[src/rtl/sram_arb_pkg.sv]
// Shared types and constants for the two-port SRAM arbiter.
package sram_arb_pkg;

    typedef enum logic [1:0] {
        ARB_IDLE   = 2'd0,
        ARB_ACCESS = 2'd1,
        ARB_DONE   = 2'd2
    } arb_state_t;

    localparam logic PORT_CPU = 1'b0;
    localparam logic PORT_AUX = 1'b1;

    // One-hot completion vector for a port index.
    function automatic logic [1:0] port_onehot(input logic idx);
        return idx ? 2'b10 : 2'b01;
    endfunction

endpackage

[src/rtl/rr_arbiter2.sv]
// Two-requester round-robin picker; a tie goes to the port not served last.
module rr_arbiter2
    import sram_arb_pkg::*;
(
    input  logic [1:0] req,
    input  logic       last_served,
    output logic       gnt_valid,
    output logic       gnt_idx
);

    // Pick a single winner from the live request bits.
    always_comb begin
        gnt_valid = |req;
        gnt_idx   = PORT_CPU;
        if (req == 2'b11) begin
            gnt_idx = ~last_served;
        end else if (req[1]) begin
            gnt_idx = PORT_AUX;
        end
    end

endmodule

[src/rtl/sram_arbiter.sv]
// Shares one asynchronous SRAM between the CPU port and an auxiliary port.
// Every SRAM strobe is its own flop so the pads never see decode glitches.
module sram_arbiter
    import sram_arb_pkg::*;
#(
    parameter int unsigned ADDR_W      = 20,
    parameter int unsigned DATA_W      = 16,
    parameter int unsigned WAIT_CYCLES = 2
) (
    input  logic              Clk,
    input  logic              Reset,
    input  logic [1:0]        req,
    input  logic [1:0]        we,
    input  logic [ADDR_W-1:0] addr0,
    input  logic [ADDR_W-1:0] addr1,
    input  logic [DATA_W-1:0] wdata0,
    input  logic [DATA_W-1:0] wdata1,
    output logic [1:0]        done,
    output logic [DATA_W-1:0] rdata0,
    output logic [DATA_W-1:0] rdata1,
    output logic [ADDR_W-1:0] SRAM_ADDR,
    output logic [DATA_W-1:0] SRAM_DQ_out,
    output logic              SRAM_DQ_oe,
    input  logic [DATA_W-1:0] SRAM_DQ_in,
    output logic              Mem_CE,
    output logic              Mem_OE,
    output logic              Mem_WE,
    output logic              Mem_UB,
    output logic              Mem_LB
);

    localparam int unsigned       CNT_W    = $clog2(WAIT_CYCLES + 1);
    localparam logic [CNT_W-1:0]  CNT_LOAD = CNT_W'(WAIT_CYCLES - 1);

    arb_state_t       state;
    logic             grant;
    logic             we_q;
    logic             last_served;
    logic [CNT_W-1:0] cnt;
    logic             gnt_valid;
    logic             gnt_idx;

    rr_arbiter2 u_rr (
        .req        (req),
        .last_served(last_served),
        .gnt_valid  (gnt_valid),
        .gnt_idx    (gnt_idx)
    );

    // Access sequencer: grant in IDLE, hold strobes for the access, pulse done.
    always_ff @(posedge Clk or posedge Reset) begin
        if (Reset) begin
            state       <= ARB_IDLE;
            grant       <= PORT_CPU;
            we_q        <= 1'b0;
            last_served <= PORT_AUX;
            cnt         <= '0;
            done        <= 2'b00;
            rdata0      <= '0;
            rdata1      <= '0;
            SRAM_ADDR   <= '0;
            SRAM_DQ_out <= '0;
            SRAM_DQ_oe  <= 1'b0;
            Mem_CE      <= 1'b1;
            Mem_OE      <= 1'b1;
            Mem_WE      <= 1'b1;
            Mem_UB      <= 1'b1;
            Mem_LB      <= 1'b1;
        end else begin
            done <= 2'b00;
            case (state)
                ARB_IDLE: begin
                    if (gnt_valid) begin
                        state       <= ARB_ACCESS;
                        grant       <= gnt_idx;
                        we_q        <= we[gnt_idx];
                        cnt         <= CNT_LOAD;
                        SRAM_ADDR   <= gnt_idx ? addr1 : addr0;
                        SRAM_DQ_out <= gnt_idx ? wdata1 : wdata0;
                        // Strobes are loaded here so they are valid for the whole access.
                        Mem_CE      <= 1'b0;
                        Mem_UB      <= 1'b0;
                        Mem_LB      <= 1'b0;
                        Mem_OE      <= we[gnt_idx];
                        Mem_WE      <= ~we[gnt_idx];
                        SRAM_DQ_oe  <= we[gnt_idx];
                    end
                end

                ARB_ACCESS: begin
                    if (cnt == '0) begin
                        if (!we_q) begin
                            if (grant == PORT_AUX) begin
                                rdata1 <= SRAM_DQ_in;
                            end else begin
                                rdata0 <= SRAM_DQ_in;
                            end
                        end
                        state      <= ARB_DONE;
                        done       <= port_onehot(grant);
                        Mem_CE     <= 1'b1;
                        Mem_OE     <= 1'b1;
                        Mem_WE     <= 1'b1;
                        Mem_UB     <= 1'b1;
                        Mem_LB     <= 1'b1;
                        SRAM_DQ_oe <= 1'b0;
                    end else begin
                        cnt <= cnt - CNT_W'(1);
                    end
                end

                ARB_DONE: begin
                    last_served <= grant;
                    state       <= ARB_IDLE;
                end

                default: begin
                    state <= ARB_IDLE;
                end
            endcase
        end
    end

endmodule

[config.mk]
export PLATFORM = sky130hd
export DESIGN_NAME = sram_arbiter
export DESIGN_NICKNAME = d
export VERILOG_FILES = /design/src/rtl/sram_arb_pkg.sv /design/src/rtl/rr_arbiter2.sv /design/src/rtl/sram_arbiter.sv
export SDC_FILE = /design/constraint.sdc
export NUM_CORES = 1
export LEC_CHECK = 0
export BUFFER_PORTS_ARGS = -buffer_cell sky130_fd_sc_hd__buf_2
export CORE_MARGIN = 2
export CORE_UTILIZATION = 46
export CTS_CLUSTER_DIAMETER = 200
export DETAILED_ROUTE_END_ITERATION = 12
export GPL_TIMING_DRIVEN = 0
export HOLD_SLACK_MARGIN = 0.02
export PLACE_DENSITY = 0.92
export SETUP_SLACK_MARGIN = 0.15
export SYNTH_ARGS = -nofsm -noshare
export SYNTH_HDL_FRONTEND = slang
export SYNTH_SLANG_ARGS = --single-unit
[constraint.sdc]
create_clock -name Clk -period 2.9 [get_ports Clk]
set_input_delay 0.29 -clock Clk [delete_from_list [all_inputs] [get_ports Clk]]
set_output_delay 0.29 -clock Clk [all_outputs]
set_load 0.01 [all_outputs]
# Word level (Yosys, flattened, before mapping)
# Index checks and enable logic that the tools add are counted.
[word_totals]
ff_bits = 81
wordCells = 59
[classes]
add_sub_neg = 1
order_cmp = 1
eq_ne = 6
muxes = 23
n_bitwise = 4
reduce_logical = 10
[ops]
columns = ["op", "count"]
rows = [
  ["$mux W20", 1],
  ["$mux W16", 1],
  ["$mux W2", 6],
  ["$mux W1", 9],
  ["$pmux W1 S2", 4],
  ["$pmux W2 S2", 2],
  ["$reduce_and A4 Y1", 2],
  ["$ne A2 B2 Y1 const B", 3],
  ["$reduce_and A3 Y1", 2],
  ["$eq A2 B2 Y1 const B", 2],
  ["$logic_not A2 Y1", 2],
  ["$not A1 Y1", 4],
  ["$reduce_and A2 Y1", 2],
  ["$eq A2 B1 Y1 const B", 1],
  ["$lt A1 B2 Y1 const B", 1],
  ["$reduce_bool A2 Y1", 1],
  ["$reduce_or A2 Y1", 1],
  ["$sub A2 B1 Y2 const B", 1],
]

# Logic depth before layout (Yosys ltp)
[logic_depth]
depth_word = 7
ltp_mapped = 7
mapped_depth_nobuf = 5

# Modules after synthesis
# From an unflattened synthesis, not the netlist that was laid out.
[hier_totals]
hier_cells = 278
area_unflattened_um2 = 3570.9
[by_module_without_submodules]
columns = ["module", "n_inst", "cells_per_inst", "area_per_inst_um2", "seq_area_each_um2"]
rows = [
  ["sram_arbiter", 1, 276, 3557.2, 2031.9],
  ["rr_arbiter2", 1, 2, 13.8, 0.0],
]

# Least setup slack after synthesis
# OpenSTA, ideal clock, no wires.
[synth_timing]
kind = "register to register"
start = "register cnt[0]"
end = "register rdata0[0]"
setup_time_ns = 0.125
arrival_time_ns = 1.680
required_time_ns = 2.775
path_slack_ns = 1.094
stages_incl_launch_ff = 8
path_buffers = 2
synth_period_minus_slack_ns = 1.806
cell_sequence = "dfrtp_1 inv_1 ha_1 nand2_2 or4_4 buf_6 buf_12 mux2_4"
[synth_between]
elab_chain_len = 2
[synth_lines]
columns = ["element", "line", "source"]
rows = [
  ["from (decl)", "sram_arbiter.sv:39", "logic [CNT_W-1:0] cnt;"],
  ["from (signal assigned)", "sram_arbiter.sv:108", "cnt <= cnt - CNT_W'(1);"],
  ["$logic_not A2 Y1", "sram_arbiter.sv:91", "if (cnt == '0) begin"],
  ["$reduce_and A4 Y1 (no source line)", "n/a", ""],
  ["to (signal assigned)", "sram_arbiter.sv:96", "rdata0 <= SRAM_DQ_in;"],
  ["to (decl)", "sram_arbiter.sv:19", "output logic [DATA_W-1:0] rdata0,"],
]
# Every way passes these cells.
# A chain may end at the register's enable or synchronous reset.

# Final worst setup path
[layout_timing]
start = "register cnt[0]"
end = "register rdata1[0]"
[layout_between]
elab_chain_len = 2
[layout_lines]
columns = ["element", "line", "source"]
rows = [
  ["$logic_not A2 Y1", "sram_arbiter.sv:91", ""],
  ["$reduce_and A4 Y1 (no source line)", "n/a", ""],
  ["to (signal assigned)", "sram_arbiter.sv:94", "rdata1 <= SRAM_DQ_in;"],
  ["to (decl)", "sram_arbiter.sv:20", "output logic [DATA_W-1:0] rdata1,"],
]
# Every way passes these cells.

==> impl_metrics.json <==
{
  "critical_path.endpoint_type": "flip-flop",
  "rows": 32,
  "grtUsageMet3_pct": 5.34,
  "rsz0062_at_grt": "no",
  "synth.ff_latch_count": 81,
  "async_flop_share_pct": 100,
  "tritoncts": "built",
  "max_stage_delay_ps": 410,
  "wl_per_cell_um": 15.5,
  "worstSkewPairLatency_ps": 350,
  "dieHeight_um": 91.8,
  "clk_pin_slew_ps": 90,
  "synth_adder_area_share_pct": 0.705,
  "cts_buffers": 9,
  "power_per_cell_area_nw_per_um2": 1030,
  "gp_congestion": 0.752,
  "viasPerCell": 5.09,
  "synth_mux_area_share_pct": 21.9,
  "yosys-top-cells-area": "dfrtp_1 54%, mux2i_1 11%, o21ai_0 10%",
  "synth-xor-area-share_pct": 0,
  "finalSetupViolCount": 0,
  "drc": 0,
  "initial_core_util_pct": 46.7,
  "power.switching_mw": 1.88,
  "criticalPathCategory": "flip-flop to flip-flop",
  "synth_top_family_by_area": "multiplexers",
  "fp.dieW_um": 91.8,
  "cp.required_ps": 3140,
  "final_cell_mix": "174 x buf_2, 77 x dfrtp_1, 74 x o21ai_0",
  "p_sw_share_pct": 38.4,
  "fmax_ghz": 0.494,
  "status": "completed",
  "tightest_slew_ps": 522,
  "synth.distinct_cells": 31,
  "die-area_um2": 8440,
  "h-tree-depth": 3,
  "pre_cts_slack_ps": 862,
  "synth-edff-count": 0,
  "finalWirelength_um": 8850,
  "finalHoldViolations": 0,
  "mostFrequentLayoutCell": "buf_2",
  "layout-drive-gt1-share_pct": 50.9,
  "fill_cells": 656,
  "cp-start-kind": "flip-flop",
  "yosys.area_share.simple_pct": 2.64,
  "syn_nets": 379,
  "netlist.area_leader.share_pct": 54.3,
  "synth_top_area_cell": "dfrtp_1",
  "ys_seq_area_share_pct": 57.2,
  "crit_path_max_fanout": 10,
  "combPwrFrac_pct": 43.8,
  "postRouteAntennaNets": 0,
  "slew_headroom_pct": 64.9,
  "leakage_nw": 2.50,
  "vias": 2910,
  "cts-resized-gates": 0,
  "grt_max_degree": 56,
  "grt.total_usage_pct": 21.8,
  "min_period_ps": 2020,
  "hpwl_um": 6680,
  "power.share.clock_pct": 15.7,
  "core_region_area_um2": 7610,
  "grt_pass1_vias": 2851,
  "worst_slack_ps": 877,
  "io_buffer_count": 169,
  "dpl_cell_area_um2": 4550,
  "ys_warn_count": 0,
  "drv_cap": 0,
  "grt_overflow": 0,
  "drtIter0Drc": 91,
  "areaGrowthSynthToFinish_pct": 33.8,
  "firstDrtPassIters": 4,
  "n_antenna_cell": 0,
  "nNetsFinal": 561,
  "clock-sinks": 81,
  "seq_power_share_pct": 40.5,
  "synth_flop_cell": "dfrtp_1",
  "antenna_found_initial": 0,
  "synthesis.area_um2": 3550,
  "syn_avg_cell_area_um2": 12.5,
  "final_area_um2": 4750,
  "use_met1_pct": 28.2,
  "ios": 170,
  "ir_drop_v": 0.000391,
  "hp-class": "input pin to flip-flop",
  "crit_path_cell_trace": "inv_1 > ha_1 > nand2_2 > nor4_4 > buf_2 > mux2_2",
  "skew_ps": 8.20,
  "finalCritPeriodShare_pct": 69.8,
  "p_int_mw": 3.02,
  "cts_buffer_depth": 2,
  "synth_cells": 283,
  "root_buffer": "clkbuf_8",
  "globalRouteMet2Util_pct": 36.3,
  "synth-compound-area-share_pct": 12.8,
  "busiest_layer": "met2",
  "crit_arrival_ps": 2260,
  "slew_viol_final": 0,
  "grt_pass1_wl_um": 14300,
  "crit_path_top_delay_cell": "nor4_4"
}
## power groups by stage
stage                     Sequential [mW]  Combinational (mW)  Clock [mW]
after CTS                            1.98                2.18       0.793
after detailed placement             2.00                2.17           0
after floorplan                      2.22                1.04           0
after global routing                 2.05                2.37       0.855
final                                1.98                2.15       0.771
after global placement               1.97                2.08           0
## timing repair
action | in CTS | in global routing
buffers inserted | 0 | 0
setup endpoints to repair | 0 | 0
hold endpoints to repair | 26 | 0
hold buffers | 1 | 0
## worst max-delay path, delay by kind of cell (launching register included)
kind	cells	cell delay [ps]
simple gates	2	510
buf+inv	2	460
mux	1	370
fa+ha+maj	1	210
flops	1	360
## routing by layer
layer | vias up | routed length (um)
li1 | 1370 | -
met1 | 1396 | 3910
met2 | 137 | 4210
met3 | 7 | 623
met4 | 0 | 110
met5 | - | 0
## final timing paths
kind,start,end,slack [ps],depth (start not counted)
worst min register to register,grant$_DFFE_PP0P_,done[0]$_DFF_PP0_,490,1
worst min-delay path,SRAM_DQ_in[6],rdata0[6]$_DFFE_PP0P_,180,2
worst max register to register,cnt[0]$_DFFE_PP0P_,rdata1[0]$_DFFE_PP0P_,880,6
min in group asynchronous,Reset,rdata0[6]$_DFFE_PP0P_,470,3
max in group asynchronous,Reset,Mem_WE$_DFFE_PP1P_,1780,4
worst max-delay path,cnt[0]$_DFFE_PP0P_,rdata1[0]$_DFFE_PP0P_,880,6
## cell type report
type / instances / area [um2] / share of cell area, %
sequential: 81 / 2030 / 42.8
buffer: 22 / 136 / 2.87
tap: 102 / 128 / 2.69
timing repair buffer: 171 / 883 / 18.6
multi-input combinational: 172 / 1350 / 28.5
clock inverter: 7 / 62.6 / 1.32
inverter: 8 / 32.5 / 0.685
clock buffer: 9 / 124 / 2.61
## cell families after synthesis
kind of cell	after synthesis
AOI/OAI and AO/OA	86
DFF	81
muxes	70
buffers and inverters	30
and+or+nand+nor	14
adders and majority gates	2
## registers in the layout, summed over array words and instances, names as in the netlist, 2 cells and up
| signal | cells |
|---|---|
| rdata0 | 16 |
| SRAM_DQ_out | 16 |
| state | 2 |
| rdata1 | 16 |
| SRAM_ADDR | 20 |
| cnt | 2 |
| done | 2 |
## stage by stage
step / hold WS [ps] / TNS [ps] / util, % / power, mW / instances
final: 182 / 0 / 62.4 / 4.90 / 572
after global routing: 167 / 0 / 62.4 / 5.28 / 572
after CTS: 165 / 0 / 62.4 / 4.95 / 572
after detailed placement: 307 / 0 / 59.9 / 4.18 / 555
after global placement: 453 / -26130 / 59.5 / 4.05 / 554
after floorplan: 432 / 0 / - / 3.26 / 283
## cell usage after synthesis (3+ instances only)
master and number:
a21oi_1 3, buf_2 5, clkbuf_1 12, dfrtp_1 77, dfstp_2 4, inv_1 8, mux2_2 22, mux2_4 10
mux2i_1 38, nor2_1 4, o21ai_0 74
No activity file was read; power rests on OpenSTA's default activity.
